$ cat src/rtl/servant_uart_pkg.sv
// servant_uart_pkg: shared FSM encoding, frame constants and baud helper for the servant UART.
package servant_uart_pkg;
  typedef enum logic [2:0] {
    S_IDLE  = 3'd0,
    S_START = 3'd1,
    S_DATA  = 3'd2,
    S_STOP  = 3'd3,
    S_BREAK = 3'd4
  } state_t;
  localparam int DATA_BITS = 8;
  localparam int STOP_BITS = 1;
  function automatic int clks_per_bit(input int clk_hz, input int baud);
    return (clk_hz + baud / 2) / baud;
  endfunction
endpackage

$ cat src/rtl/servant_uart_rx_fifo.sv
// servant_uart_rx_fifo: first-word-fall-through receive buffer with registered head data.
module servant_uart_rx_fifo #(
  parameter int DEPTH = 4,
  parameter int WIDTH = 8
) (
  input  logic             wb_clk,
  input  logic             wb_rst,
  input  logic             i_push,
  input  logic [WIDTH-1:0] i_data,
  output logic             o_full,
  input  logic             i_pop,
  output logic             o_empty,
  output logic [WIDTH-1:0] o_data
);
  localparam int AW = $clog2(DEPTH);
  logic [AW:0] r_wptr, r_rptr;
  logic [WIDTH-1:0] r_mem [DEPTH];
  logic [WIDTH-1:0] r_dout;
  logic w_wr, w_rd;
  logic [AW:0] w_rptr_nxt;
  assign o_full = (r_wptr[AW] != r_rptr[AW]) && (r_wptr[AW-1:0] == r_rptr[AW-1:0]);
  assign o_empty = r_wptr == r_rptr;
  assign w_rd = i_pop & ~o_empty;
  assign w_wr = i_push & (~o_full | w_rd);
  assign w_rptr_nxt = r_rptr + {{AW{1'b0}}, w_rd};
  assign o_data = r_dout;
  always_ff @(posedge wb_clk) begin
    if (w_wr) r_mem[r_wptr[AW-1:0]] <= i_data;
  end
  // Head register bypasses the memory when the incoming byte lands in the slot about to be read.
  always_ff @(posedge wb_clk or posedge wb_rst) begin
    if (wb_rst) begin
      r_wptr <= '0;
      r_rptr <= '0;
      r_dout <= '0;
    end else begin
      r_wptr <= r_wptr + {{AW{1'b0}}, w_wr};
      r_rptr <= w_rptr_nxt;
      r_dout <= (w_wr && r_wptr[AW-1:0] == w_rptr_nxt[AW-1:0]) ? i_data : r_mem[w_rptr_nxt[AW-1:0]];
    end
  end
endmodule

$ cat src/rtl/servant_uart_rx.sv
// servant_uart_rx: 8N1 receiver for the servant serial output, buffering bytes in a small FIFO.
import servant_uart_pkg::*;
module servant_uart_rx #(
  parameter int CLKS_PER_BIT = 556,
  parameter int FIFO_DEPTH   = 4
) (
  input  logic       wb_clk,
  input  logic       wb_rst,
  input  logic       i_rx,
  output logic [7:0] o_data,
  output logic       o_valid,
  input  logic       i_ready,
  output logic       o_frame_err,
  output logic       o_overflow,
  output logic       o_busy
);
  localparam int CW = $clog2(CLKS_PER_BIT);
  localparam logic [CW-1:0] HALF_M1 = CW'(CLKS_PER_BIT / 2 - 1);
  localparam logic [CW-1:0] LAST = CW'(CLKS_PER_BIT - 1);
  state_t r_state, w_state_nxt;
  logic [1:0] r_sync;
  logic [CW-1:0] r_cnt;
  logic [2:0] r_bit;
  logic [7:0] r_shift;
  logic r_frame_err, r_overflow;
  logic w_rxs, w_clr, w_sample, w_push, w_ferr, w_full, w_empty, w_pop;
  assign w_rxs = r_sync[1];
  assign w_pop = ~w_empty & i_ready;
  assign o_valid = ~w_empty;
  assign o_busy = r_state != S_IDLE;
  assign o_frame_err = r_frame_err;
  assign o_overflow = r_overflow;
  always_ff @(posedge wb_clk or posedge wb_rst) begin
    if (wb_rst) r_state <= S_IDLE;
    else r_state <= w_state_nxt;
  end
  always_comb begin
    w_state_nxt = r_state;
    w_clr = 1'b0;
    w_sample = 1'b0;
    w_push = 1'b0;
    w_ferr = 1'b0;
    case (r_state)
      S_IDLE: if (!w_rxs) begin
        w_state_nxt = S_START;
        w_clr = 1'b1;
      end
      S_START: if (r_cnt == HALF_M1) begin
        w_state_nxt = w_rxs ? S_IDLE : S_DATA;
        w_clr = 1'b1;
      end
      S_DATA: if (r_cnt == LAST) begin
        w_sample = 1'b1;
        w_clr = 1'b1;
        w_state_nxt = (r_bit == 3'(DATA_BITS - 1)) ? S_STOP : S_DATA;
      end
      S_STOP: if (r_cnt == LAST) begin
        w_state_nxt = w_rxs ? S_IDLE : S_BREAK;
        w_push = w_rxs;
        w_ferr = ~w_rxs;
      end
      S_BREAK: if (w_rxs) w_state_nxt = S_IDLE;
      default: w_state_nxt = S_IDLE;
    endcase
  end
  // Bit index wraps back to zero after the eighth sample, so it needs no explicit clear.
  always_ff @(posedge wb_clk or posedge wb_rst) begin
    if (wb_rst) begin
      r_sync <= 2'b11;
      r_cnt <= '0;
      r_bit <= '0;
      r_shift <= '0;
      r_frame_err <= 1'b0;
      r_overflow <= 1'b0;
    end else begin
      r_sync <= {r_sync[0], i_rx};
      r_cnt <= w_clr ? '0 : r_cnt + 1'b1;
      r_bit <= w_sample ? r_bit + 1'b1 : r_bit;
      r_shift <= w_sample ? {w_rxs, r_shift[7:1]} : r_shift;
      r_frame_err <= w_ferr;
      r_overflow <= r_overflow | (w_push & w_full & ~w_pop);
    end
  end
  servant_uart_rx_fifo #(.DEPTH(FIFO_DEPTH), .WIDTH(8)) u_fifo (
    .wb_clk (wb_clk),
    .wb_rst (wb_rst),
    .i_push (w_push),
    .i_data (r_shift),
    .o_full (w_full),
    .i_pop  (w_pop),
    .o_empty(w_empty),
    .o_data (o_data)
  );
endmodule

$ cat config.mk
export PLATFORM = sky130hd
export DESIGN_NAME = servant_uart_rx
export DESIGN_NICKNAME = d
export VERILOG_FILES = /design/src/rtl/servant_uart_pkg.sv /design/src/rtl/servant_uart_rx_fifo.sv /design/src/rtl/servant_uart_rx.sv
export SDC_FILE = /design/constraint.sdc
export NUM_CORES = 1
export LEC_CHECK = 0
export BUFFER_PORTS_ARGS = -buffer_cell sky130_fd_sc_hd__buf_2
export CORE_ASPECT_RATIO = 0.7
export CORE_MARGIN = 5
export CORE_UTILIZATION = 45
export CTS_BUF_LIST = sky130_fd_sc_hd__clkbuf_16
export DETAILED_ROUTE_END_ITERATION = 7
export HOLD_SLACK_MARGIN = 0.05
export PLACE_DENSITY = 0.74
export SETUP_SLACK_MARGIN = 0.1
export SLEW_MARGIN = 20
export SYNTH_ARGS = -nofsm -noshare
export SYNTH_HDL_FRONTEND = slang
export SYNTH_HIERARCHICAL = 1
export SYNTH_SLANG_ARGS = --single-unit
export TNS_END_PERCENT = 30
$ cat constraint.sdc
create_clock -name wb_clk -period 2.65 [get_ports wb_clk]
set_clock_uncertainty 0.1 [all_clocks]
set_input_delay 0.53 -clock wb_clk [delete_from_list [all_inputs] [get_ports wb_clk]]
set_output_delay 0.53 -clock wb_clk [all_outputs]
set_load 0.05 [all_outputs]
=== After elaboration in Yosys (flattened, before gate mapping) ===
Memories as Yosys holds them, arrays and structs flattened. A register that Yosys moved wholly into a read port is not among the register bits.
Cells that the tools add are included.

* Equal/unequal tests: 15
* Bitwise logic cells: 11
* Shift operators: 0
* Muxes and demuxes: 21
* Divide/modulo/power cells: 0
* Order comparisons: 0
* Multiply operators: 0
* $add $sub $neg: 4
* Reductions and logical operators: 4

{| class="wikitable"
|+ Operator list
! kind !! number
|-
| $mux W3 || 6
|-
| $pmux W3 S5 || 1
|-
| $mux W1 || 11
|-
| $add A10 B1 Y10 const B || 1
|-
| $eq A10 B10 Y1 const B || 1
|-
| $eq A10 B9 Y1 const B || 1
|-
| $mux W10 || 1
|-
| $ne A2 B2 Y1 const B || 5
|-
| $add A3 B1 Y3 || 2
|-
| $eq A3 B2 Y1 const B || 2
|-
| $eq A3 B3 Y1 const B || 2
|-
| $and A1 B1 Y1 || 5
|-
| $reduce_and A5 Y1 || 1
|-
| $not A1 Y1 || 4
|-
| $add A3 B1 Y3 const B || 1
|-
| $eq A3 B1 Y1 const B || 1
|-
| $eq A3 B3 Y1 || 1
|-
| $logic_not A3 Y1 || 1
|-
| $pmux W1 S3 || 1
|-
| $reduce_bool A3 Y1 || 1
|-
| $eq A2 B2 Y1 || 1
|-
| $mux W2 || 1
|-
| $or A1 B1 Y1 || 2
|-
| $logic_and A1 B1 Y1 || 1
|-
| $ne A1 B1 Y1 || 1
|}

* Output and inout port bits: 12
* Logic and storage cells: 65
* Bits in read-only memories: 0
* Memories kept: 1
* Flip-flop bits (word level): 34
* Input bits: 4
* Latch bits: 0
* RAM bits: 32

{| class="wikitable"
|+ Memory list
! name !! depth !! width !! rd ports !! clocked after Yosys merged registers in !! write ports !! line !! source
|-
| u_fifo.r_mem || 4 || 8 || 1 || 1 || 1 || servant_uart_rx_fifo.sv:17 || <nowiki>logic [WIDTH-1:0] r_mem [DEPTH];</nowiki>
|}

=== Logic depth before layout (Yosys ltp) ===
Gate-level depths: netlist (run 1).

* Word-level depth: 8
* Gate-level depth with buffers: 12
* Gate-level depth less buffers: 11

=== By module ===
Netlist (run 1), hierarchy kept.

{| class="wikitable"
|+ By module, submodules not included
! module !! area an instance (um^2) !! cells each !! times used !! sequential area each (um^2)
|-
| servant_uart_rx_fifo || 1,788.0 || 89 || 1 || 1,311.3
|-
| servant_uart_rx || 1,293.7 || 110 || 1 || 703.2
|}

=== Least setup slack after synthesis (run 1) ===
No wires, ideal clock.

* Kind: register to register
* Start point: reg u_fifo.r_wptr[0]
* End point: reg u_fifo.r_dout[0] (netlist: u_fifo/o_data[0]), read port of u_fifo.r_mem
* Arrival time: 2,650 ps
* Path slack: -225 ps
* Required time: 2,425 ps
* Stages on the path, launching flop included: 13
* Period minus slack after synthesis: 2,875 ps
* Setup time: 125 ps
* Cells stage by stage: dfrtp_1 -> xnor2_1 -> nand2_1 -> nor2_1 -> nor2b_1 -> inv_1 -> nor2_1 -> ha_1 -> ha_1 -> clkbuf_1 -> xor2_1 -> nor3_4 -> mux2_2

* Longest elaborated chain between the ends: 5

{| class="wikitable"
|+ RTL lines
! item !! line !! source
|-
| start, declared || servant_uart_rx_fifo.sv:16 || <nowiki>logic [AW:0] r_wptr, r_rptr;</nowiki>
|-
| start signal, assigned || servant_uart_rx_fifo.sv:37 || <nowiki>r_wptr <= r_wptr + {{AW{1'b0}}, w_wr};</nowiki>
|-
| $eq A3 B3 Y1 || servant_uart_rx_fifo.sv:22 || <nowiki>assign o_empty = r_wptr == r_rptr;</nowiki>
|-
| named net w_empty || servant_uart_rx.sv:26 || <nowiki>logic w_rxs, w_clr, w_sample, w_push, w_ferr, w_full, w_empty, w_pop;</nowiki>
|-
| $not A1 Y1 || servant_uart_rx.sv:28 || <nowiki>assign w_pop = ~w_empty & i_ready;</nowiki>
|-
| $and A1 B1 Y1 || servant_uart_rx.sv:28 ||
|-
| named net w_pop || servant_uart_rx.sv:26 ||
|-
| $and A1 B1 Y1 || servant_uart_rx_fifo.sv:23 || <nowiki>assign w_rd = i_pop & ~o_empty;</nowiki>
|-
| $add A3 B1 Y3 || servant_uart_rx_fifo.sv:25 || <nowiki>assign w_rptr_nxt = r_rptr + {{AW{1'b0}}, w_rd};</nowiki>
|-
| named net u_fifo.w_rptr_nxt[1] || servant_uart_rx_fifo.sv:20 || <nowiki>logic [AW:0] w_rptr_nxt;</nowiki>
|-
| end, declared || servant_uart_rx_fifo.sv:18 || <nowiki>logic [WIDTH-1:0] r_dout;</nowiki>
|}

The timed path passes the listed nets, and every way through them passes these cells.
A chain may end at the register's enable or synchronous reset.

==> flow_summary.json, run 1 <==
{
  "status": "finished, final reports clean",
  "cp-startpoint": "r_cnt[4]$_DFF_PP0_",
  "gr-usage-all-layers": 0.1480,
  "gp_congestion": 0.7622,
  "crit_path_end_kind": "flip-flop",
  "powerDensity_nw_per_um2": 924.9,
  "ys_seq_area_frac": 0.6537,
  "setup_viol": 0,
  "grt_pass1_vias": 1753,
  "viasPerCell": 5.069,
  "synthTopCellsByCount": "dfrtp_1, edfxtp_1, nor2_1",
  "die_w_um": 108.9,
  "cp_data_arrival_time_ns": 2.66,
  "rsz0062_at_grt": "true",
  "gr-total-overflow": 0,
  "cp_max_fo": 5,
  "reg2reg_depth": 9,
  "wl_um": 5780,
  "synth_area_leaders": "dfrtp_1, edfxtp_1, mux2_2, mux4_2, xor2_1",
  "portBuffers": 15,
  "vias": 1774,
  "dp_hpwl_um": 3784,
  "cts_buffers": 9,
  "hold_buffers": 0,
  "ant_nets": 0,
  "n_antenna_cell": 0,
  "clockBufferDepth": 2,
  "synthCells": 199,
  "synth_ff_type": "dfrtp_1",
  "cts_tree": "yes",
  "hold_viol_final": 0,
  "die_y_um": 79.24,
  "clkSinkCount": 74,
  "drive_above_1_share": 0.4453,
  "post-synth-top-count-cell": "dfrtp_1",
  "worst_slew_pin_slew_ns": 0.5613,
  "start_kind": "flip-flop",
  "synth_edf_count": 32,
  "worstSetupPathType": "reg -> reg",
  "busiest_layer": "met2",
  "synthDominantCellAreaShare": 0.3248,
  "core_um2": 6694,
  "syn-mean-instance-area_um2": 15.49,
  "drtIter0Drc": 92,
  "power_frac_seq": 0.368,
  "dr.pass1.iters": 4,
  "clk_latency_ns": 0.33,
  "p_sw_mw": 1.071,
  "start_util": 0.4604,
  "ys_seq_elements": 74,
  "peakVddDrop_v": 0.0003752,
  "min_path_type": "in -> async",
  "drc": 0,
  "relSlewSlack": 0.6254,
  "fin_crit_ns": 2.544,
  "final-instance-count-excl-fill": 350,
  "p_total_mw": 3.584,
  "async_flop_share": 0.5676,
  "yosys_warnings": 6,
  "r2r-end": "u_fifo/o_data[5]$_DFF_PP0_",
  "clock.fmax_mhz": 393.2,
  "grtUsageMet3": 0.05768,
  "netlist_area_um2": 3082,
  "r2r_start": "r_cnt[4]$_DFF_PP0_",
  "p_int_mw": 2.514,
  "grt_antenna_before_repair": 0,
  "required_ns": 2.76,
  "rrSetupSlack_ns": 0.11,
  "maxSlewViolCount": 0,
  "crit_end": "u_fifo/o_data[5]$_DFF_PP0_",
  "share_comb_of_total_power": 0.328,
  "syn_to_final_growth_pct": 25.74,
  "swShare": 0.2987,
  "power_frac_clock": 0.304,
  "fin_util": 0.5789,
  "leakage_nw": 1.711,
  "clkTransAtPathRegs_ns": 0.06,
  "synth_nets": 211,
  "dp.cells": 322,
  "synth.distinct_cells": 38,
  "cts_root_buffer": "clkbuf_16",
  "grt_pass1_wl_um": 9211,
  "die_area_um2": 8629,
  "grt_max_degree": 29,
  "met1_usage": 0.1995,
  "met2_usage": 0.2200,
  "fin_setup_tns_ns": 0,
  "io_pins": 16,
  "htree_levels": 3,
  "rows": 25,
  "synth.largest_area_cell": "dfrtp_1",
  "wl_per_cell_um": 16.51,
  "fin_crit_sh": 0.9598,
  "maxCapViolations": 0,
  "finalNetCount": 263
}
timing repair:
item                                    4_1_cts  5_1_grt
resized for setup                             9       10
endpoints found under the hold margin         0        0
endpoints found under the setup margin        8       40
setup buffers                                 4        8
pin swaps                                     5        8
power by group through the flow:
| stage | clock (mW) | combinational (mW) | sequential [mW] |
|---|---|---|---|
| 6_report | 1.09 | 1.18 | 1.32 |
| 5_1_grt | 1.17 | 1.27 | 1.33 |
| 3_5_place_dp | 0 | 1.02 | 1.33 |
| 4_1_cts | 1.11 | 1.09 | 1.32 |
| 2_1_floorplan | 0 | 0.652 | 1.50 |
| 3_3_place_gp | 0 | 1.00 | 1.34 |
registers in the layout, summed over array words and instances, names as in the netlist, 2 cells and up:
name           count
u_fifo/r_mem      32
u_fifo/r_rptr      3
r_cnt             10
r_bit              3
r_shift            8
r_state            3
u_fifo/o_data      8
u_fifo/r_wptr      3
r_sync             2
worst min-delay path by stage:
stage | slack (ns) | depth (start not counted) | to | start
finish | 0.16 | 2 | u_fifo/o_data[3]$_DFF_PP0_ | wb_rst
floorplan | 0.25 | 0 | r_sync[1]$_DFF_PP1_ | r_sync[0]$_DFF_PP1_
global placement | 0.25 | 0 | r_sync[1]$_DFF_PP1_ | r_sync[0]$_DFF_PP1_
detailed placement | 0.25 | 0 | r_sync[1]$_DFF_PP1_ | r_sync[0]$_DFF_PP1_
global route | 0.19 | 1 | r_sync[0]$_DFF_PP1_ | i_rx
CTS | 0.17 | 2 | u_fifo/r_rptr[2]$_DFF_PP0_ | wb_rst
placed cells by master (no fill, tap or decap), types with 5 or more instances in the layout:
cell type	count
mux4_2	8
clkbuf_16	9
ha_1	6
buf_4	27
dfrtp_1	37
nand4_1	5
mux2_4	7
inv_1	8
buf_2	15
edfxtp_1	32
xor2_1	12
nor2_1	17
mux2_2	11
nand2_1	6
kinds of logic after synthesis:
group / Yosys count / synth area share
flops: 74 / 0.6537
buf+inv: 14 / 0.02111
xor+xnor: 16 / 0.04547
mux: 26 / 0.1242
simple gates: 54 / 0.1043
fa+ha+maj: 8 / 0.03248
compound gates: 7 / 0.01868
worst max-delay path, cell delays in order, from the launching register on:
cell     delay, ns
dfrtp_1       0.42
nor4b_4       0.36
nand4_2       0.15
or2_4         0.28
nor2_4        0.09
inv_2         0.04
a41o_4        0.27
nor3_4        0.25
buf_6         0.17
mux2_4        0.30
per-layer routing:
| layer | up-vias | wire [µm] |
|---|---|---|
| li1 | 821 | - |
| met3 | 9 | 284 |
| met5 | - | 0 |
| met4 | 0 | 81 |
| met1 | 911 | 2628 |
| met2 | 33 | 2785 |
cell type report:
type                            instances  area, µm²
Inverter                               10      37.54
Fill cell                             539       2819
Multi-Input combinational cell        111       1116
Sequential cell                        74       2018
Tap cell                               94      117.6
Clock inverter                          7      45.04
Timing Repair Buffer                   45      315.3
Clock buffer                            9      225.2
stage by stage:
step	hold slack [ns]	instance area [µm²]	setup WS, ns
finish	0.1570	3875	0.1065
detailed placement	0.2478	3433	0.02148
global placement	0.2462	3433	0.1106
floorplan	0.2452	3146	-0.1521
CTS	0.1730	3772	0.1228
global route	0.1867	3875	0.006823
Note: power is estimated with default switching activity, not from simulation.
==> inputs of run 2 (changes only) <==
Settings changed: ABC_AREA from default to 1.
==> run 2 against run 1 <==
Final cell count rose by 30%. Routed wire length rose by 13%. Via count rose by 29%. Setup slack improved by 0.095 ns. Register-to-register slack improved by 0.09 ns. Sequential power fell by 9.8%. Clock-buffer cell count did not move. Clock power rose by 15%. Total power fell by 31%. Core utilization fell by 3.3 points. Die area rose by 5.3%.
==> flow_summary.json, run 2 <==
{
  "clkSinkCount": 74,
  "fin_setup_tns_ns": 0,
  "async_flop_share": 0.5676,
  "leakage_nw": 1.883,
  "synth-simple-area-share": 0.2024,
  "dp_hpwl_um": 4229,
  "grt_max_degree": 29,
  "htree_levels": 3,
  "final_common_cell": "nand2_1",
  "rows": 26,
  "cts_tree": "yes",
  "ys_seq_elements": 74,
  "cts_root_buffer": "clkbuf_16",
  "gr-usage-all-layers": 0.1533,
  "peakVddDrop_v": 0.0002899,
  "maxCapViolations": 0,
  "syn_to_final_growth_pct": 20.31,
  "met1_usage": 0.1985,
  "powerDensity_nw_per_um2": 628.0,
  "gp_congestion": 0.9247,
  "die_w_um": 111.8,
  "viasPerCell": 5.040,
  "setup_viol": 0,
  "placed_area_um2": 3481,
  "synth-compound-area-share": 0.05864,
  "drive_above_1_share": 0.2107,
  "synth_area_leaders": "dfrtp_1, edfxtp_1, nand2_1, nor2_1, inv_1",
  "n_antenna_cell": 0,
  "cp_max_fo": 8,
  "grt_pass1_wl_um": 10720,
  "wl_per_cell_um": 14.38,
  "worstSetupPathType": "reg -> reg",
  "synth_xor_xnor_area_share": 0.03948,
  "largest_reg_flops": 32,
  "synth_edf_count": 32,
  "final-instance-count-excl-fill": 454,
  "required_ns": 2.75,
  "finalNetCount": 363,
  "cts_buffers": 9,
  "maxSlewViolCount": 0,
  "grt_pass1_vias": 2199,
  "fin_crit_sh": 0.9241,
  "final_area_um2": 3928,
  "crit_path_end_kind": "flip-flop",
  "whs_ns": 0.1619,
  "ys_seq_area_frac": 0.6171,
  "portBuffers": 15,
  "synth_top_family_by_area": "simple AND/OR/NAND/NOR gates",
  "synth.largest_area_cell": "dfrtp_1",
  "drc": 0,
  "clock.fmax_mhz": 408.4,
  "io_pins": 16,
  "synth.mux.area_fraction": 0,
  "synthTopCellsByCount": "nand2_1, dfrtp_1, nor2_1",
  "drtIter0Drc": 140,
  "clk_latency_ns": 0.33,
  "relSlewSlack": 0.6137,
  "synth.distinct_cells": 30,
  "dp.cells": 427,
  "dr.pass1.iters": 4,
  "fin_crit_ns": 2.449,
  "grt_antenna_before_repair": 0,
  "vias": 2288,
  "synthCells": 311,
  "met2_usage": 0.2440,
  "rsz0062_at_grt": "true",
  "ant_nets": 0,
  "wl_um": 6529,
  "rrSetupSlack_ns": 0.20,
  "start_util": 0.4541,
  "die_area_um2": 9085,
  "status": "finished, final reports clean",
  "core_um2": 7189,
  "netlist_area_um2": 3264,
  "start_kind": "flip-flop",
  "busiest_layer": "met2",
  "synthDominantCellAreaShare": 0.3066,
  "clkTransAtPathRegs_ns": 0.06,
  "hold_viol_final": 0,
  "die_y_um": 81.26,
  "syn-mean-instance-area_um2": 10.50,
  "post-synth-top-count-cell": "nand2_1",
  "cp_data_arrival_time_ns": 2.55,
  "gr-total-overflow": 0,
  "yosys_warnings": 6,
  "clockBufferDepth": 2,
  "min_path_type": "in -> async",
  "synth_ff_type": "dfrtp_1",
  "layout_common_cells": "nand2_1, nor2_1, dfrtp_1",
  "grtUsageMet3": 0.04617,
  "synth_nets": 323,
  "synth_fa_ha_area_frac": 0.03066,
  "worst_slew_pin_slew_ns": 0.5789
}
run 2: cell count changes in the layout (fill, tap and decap cells not counted), moves of 6 or more:
| cell | delta |
|---|---|
| o21ai_0 | +20 |
| mux2_4 | -7 |
| mux2_2 | -11 |
| mux4_2 | -8 |
| nand2_1 | +66 |
| inv_1 | +18 |
| nor2_1 | +22 |
| nand4_1 | +7 |
| o22ai_1 | +7 |
| nor3_1 | +6 |
| buf_4 | -8 |
run 2: layout make-up:
class	instances	area, µm²
Timing Repair Buffer	35	237.7
Timing Repair inverter	1	7.507
Multi-Input combinational cell	200	1119
Sequential cell	74	2016
Fill cell	601	3262
Clock buffer	9	225.2
Inverter	30	116.4
Tap cell	98	122.6
Clock inverter	7	83.83
run 2: timing repair:
| item | CTS | global route |
|---|---|---|
| pin swaps | 3 | 3 |
| cloned | 0 | 1 |
| setup endpoints to repair | 8 | 8 |
| buffers inserted | 2 | 8 |
| hold endpoints to repair | 0 | 0 |
| resized for setup | 1 | 11 |
| hold buffers | 0 | 0 |
run 2: kinds of logic after synthesis:
family,Yosys count
XOR/XNOR,13
AND/OR/NAND/NOR,145
AO/OA/AOI/OAI,34
flip-flops,74
buffers and inverters,37
adder cells (fa/ha/maj),8
run 2: per-stage QoR:
| step | setup WS (ns) | power (mW) | util |
|---|---|---|---|
| after floorplan | 0.1589 | 1.227 | - |
| after global placement | 0.1142 | 1.234 | 0.4842 |
| after detailed placement | 0.01852 | 1.235 | 0.4842 |
| after CTS | 0.1047 | 2.482 | 0.5313 |
| after global routing | 0.005137 | 2.541 | 0.5463 |
| final | 0.2012 | 2.466 | 0.5463 |
run 2: final timing paths:
kind	startpoint	to	depth (start not counted)
min in group wb_clk	i_rx	r_sync[0]$_DFF_PP1_	1
max in group asynchronous	wb_rst	u_fifo/r_rptr[1]$_DFF_PP0_	2
min reg2reg	r_sync[0]$_DFF_PP1_	r_sync[1]$_DFF_PP1_	0
max	u_fifo/r_wptr[0]$_DFF_PP0_	u_fifo/o_data[5]$_DFF_PP0_	15
min	wb_rst	u_fifo/r_wptr[0]$_DFF_PP0_	2
max reg2reg	u_fifo/r_wptr[0]$_DFF_PP0_	u_fifo/o_data[5]$_DFF_PP0_	15
run 2: critical path, stage by stage, from the launching register on:
cell,delay [ns]
dfrtp_1,0.39
inv_2,0.06
nand2_1,0.09
nand2_2,0.08
nand2_1,0.12
nor2_2,0.06
nor2_1,0.17
o21ai_0,0.11
inv_1,0.11
ha_4,0.15
ha_4,0.20
xor2_2,0.18
nor2_4,0.16
nand3_4,0.15
nand2_1,0.09
nand2_1,0.08
run 2: report_power, final:
| group | switching [mW] | internal (mW) | total, mW |
|---|---|---|---|
| logic | 0.0149 | 0.00325 | 0.0182 |
| clock network | 0.441 | 0.813 | 1.25 |
| registers | 0.000911 | 1.19 | 1.19 |
| total | 0.457 | 2.01 | 2.47 |
run 2: per-layer routing:
| metal | vias up | share of wire |
|---|---|---|
| met5 | - | 0 |
| li1 | 1113 | - |
| met2 | 80 | 0.46 |
| met1 | 1080 | 0.44 |
| met4 | 0 | 0.014 |
| met3 | 15 | 0.081 |
==> inputs of run 3 (changes only) <==
Settings changed: SYNTH_HIERARCHICAL 1 to default.
==> run 3 against run 2 <==
Non-clock buffer count shrank 10. Sequential power increased by 10%. Total power up 50%. Core utilization grew 0.50 points. Via count decreased by 2.4%. Die area decreased by 0.93%. Sequential share of layout area increased by 1.8 points. Hold slack gained 0.037 ns. Critical path depth fell by 1. Critical path type unchanged. Highest routed layer unchanged.
==> flow_summary.json, run 3 <==
{
  "status": "finished, final reports clean",
  "synth_area_leaders": "dfrtp_1, edfxtp_1, nand2_1, nor2_1, ha_1",
  "synth_nets": 326,
  "async_flop_share": 0.5676,
  "vias": 2234,
  "power_frac_clock": 0.332,
  "dr.pass1.iters": 4,
  "drtIter0Drc": 154,
  "gp_congestion": 0.8170,
  "ant_nets": 0,
  "start_kind": "flip-flop",
  "htree_levels": 3,
  "cts_root_buffer": "clkbuf_16",
  "synth-compound-area-share": 0.04841,
  "setup_viol": 0,
  "powerDensity_nw_per_um2": 974.5,
  "syn_to_final_growth_pct": 17.43,
  "io_pins": 16,
  "dp_slack_ns": 0.1847,
  "synth_fa_ha_area_frac": 0.03098,
  "synth.mux.area_fraction": 0,
  "synth_xor_xnor_area_share": 0.02711,
  "cts_buffers": 9,
  "grt_antenna_before_repair": 0,
  "largest_reg_flops": 32,
  "clk_latency_ns": 0.33,
  "die_area_um2": 9001,
  "cp_top_family": "simple AND/OR/NAND/NOR gates",
  "ys_seq_area_frac": 0.6235,
  "synth_top_family_by_area": "simple AND/OR/NAND/NOR gates",
  "netlist_area_um2": 3231,
  "portBuffers": 15,
  "synthCells": 314,
  "clockBufferDepth": 2,
  "r2r_start": "u_fifo.r_wptr[1]$_DFF_PP0_",
  "synthDominantCellAreaShare": 0.3098,
  "post-synth-top-count-cell": "nand2_1",
  "layout_common_cells": "nand2_1, dfrtp_1, nor2_1",
  "cp-startpoint": "u_fifo.r_wptr[1]$_DFF_PP0_",
  "maxSlewViolCount": 0,
  "drc": 0,
  "gr-usage-all-layers": 0.1537,
  "yosys_warnings": 0,
  "wl_um": 6197,
  "cp_data_arrival_time_ns": 2.44,
  "final-instance-count-excl-fill": 441,
  "wl_per_cell_um": 14.05,
  "ys_seq_elements": 74,
  "core_um2": 6882,
  "power_frac_seq": 0.354,
  "cp_max_fo": 8,
  "worstSetupPathType": "reg -> reg",
  "syn-mean-instance-area_um2": 10.29,
  "share_comb_of_total_power": 0.314,
  "grt_pass1_wl_um": 10820,
  "synth.distinct_cells": 31,
  "hold_viol_final": 0,
  "cp_num_cells": 14,
  "whs_ns": 0.1993,
  "fin_crit_sh": 0.8771,
  "final_common_cell": "nand2_1",
  "synth-simple-area-share": 0.2293,
  "slowest_delay_ns": 0.44,
  "die_w_um": 111.3,
  "met2_usage": 0.2238,
  "swShare": 0.3383,
  "p_sw_mw": 1.251,
  "rrSetupSlack_ns": 0.33,
  "worst_slew_pin_slew_ns": 0.5277,
  "drive_above_1_share": 0.1758,
  "clkTransAtPathRegs_ns": 0.06,
  "grt_pass1_vias": 2160,
  "busiest_layer": "met2",
  "fin_setup_tns_ns": 0,
  "leakage_nw": 1.800,
  "min_path_type": "in -> reg",
  "hold_buffers": 0,
  "gr-total-overflow": 0,
  "p_int_mw": 2.446,
  "required_ns": 2.76,
  "clock.fmax_mhz": 430.3,
  "n_antenna_cell": 0,
  "reg2reg_depth": 14,
  "fin_util": 0.5513,
  "cts_tree": "yes",
  "peakVddDrop_v": 0.0005459,
  "cp.buffers_inverters": 4,
  "dp_hpwl_um": 4290,
  "crit_end": "u_fifo.o_data[3]$_DFF_PP0_",
  "dp.cells": 422,
  "synth_edf_count": 32,
  "r2r-end": "u_fifo.o_data[3]$_DFF_PP0_",
  "finalNetCount": 354,
  "crit_slowest_cell": "dfrtp_1",
  "die_y_um": 80.89,
  "final_area_um2": 3794,
  "synth.largest_area_cell": "dfrtp_1",
  "crit_path_frequent_cell": "nand2_1",
  "viasPerCell": 5.066,
  "path_cells": "inv_1 > nand2_1 > nand2_1 > nor2_2 > nand2_4 > nand2_1 > inv_1 > ha_1 > clkinvlp_4 > buf_4 > o21ai_0 > o22ai_1 > nand2_1 > nand2_1",
  "grtUsageMet3": 0.04170,
  "maxCapViolations": 0,
  "p_total_mw": 3.697,
  "fin_crit_ns": 2.324,
  "crit_path_end_kind": "flip-flop",
  "rsz0062_at_grt": "true",
  "clkSinkCount": 74,
  "start_util": 0.4695,
  "synth_ff_type": "dfrtp_1",
  "rows": 25,
  "placed_area_um2": 3441,
  "relSlewSlack": 0.6482,
  "met1_usage": 0.2222,
  "synthTopCellsByCount": "nand2_1, dfrtp_1, nor2_1",
  "setup_slack_ns": 0.3258,
  "grt_max_degree": 43
}
-- run 3: how the worst min path moves through the flow --
| stage | startpoint | endpoint | slack, ns | cells after the start |
|---|---|---|---|---|
| 2_1_floorplan | r_sync[0]$_DFF_PP1_ | r_sync[1]$_DFF_PP1_ | 0.25 | 0 |
| 3_3_place_gp | r_sync[0]$_DFF_PP1_ | r_sync[1]$_DFF_PP1_ | 0.25 | 0 |
| 3_5_place_dp | r_sync[0]$_DFF_PP1_ | r_sync[1]$_DFF_PP1_ | 0.25 | 0 |
| 4_1_cts | i_rx | r_sync[0]$_DFF_PP1_ | 0.18 | 1 |
| 5_1_grt | i_rx | r_sync[0]$_DFF_PP1_ | 0.19 | 1 |
| 6_report | i_rx | r_sync[0]$_DFF_PP1_ | 0.20 | 1 |
-- run 3: power by group through the flow --
stage	combinational (mW)	sequential, mW	clock, mW
6_report	1.16	1.31	1.23
5_1_grt	1.28	1.32	1.30
4_1_cts	1.06	1.30	1.26
3_5_place_dp	1.06	1.33	0
3_3_place_gp	1.03	1.32	0
2_1_floorplan	0.653	1.48	0
-- run 3: logic make-up after synthesis --
logic type	count (synthesis)
simple gates	163
flops	74
buf+inv	31
compound gates	28
xor+xnor	10
fa+ha+maj	8
-- run 3: what timing repair did --
item	CTS	global route
buffers inserted	0	3
gates resized for setup	0	3
endpoints found under the setup margin	0	8
-- run 3: layout make-up --
type                            count  area (µm²)
Tap cell                           94       117.6
Clock buffer                       10       250.2
Inverter                           23       90.09
Fill cell                         594        3088
Sequential cell                    74        2014
Multi-Input combinational cell    209        1107
Clock inverter                      6       63.81
Timing Repair Buffer               25       150.1
-- run 3: layer usage --
| metal | vias up | wire [µm] | share of wire |
|---|---|---|---|
| met5 | - | 0 | 0 |
| li1 | 1110 | - | - |
| met4 | 0 | 97 | 0.016 |
| met3 | 9 | 466 | 0.075 |
| met1 | 1037 | 2969 | 0.48 |
| met2 | 78 | 2663 | 0.43 |
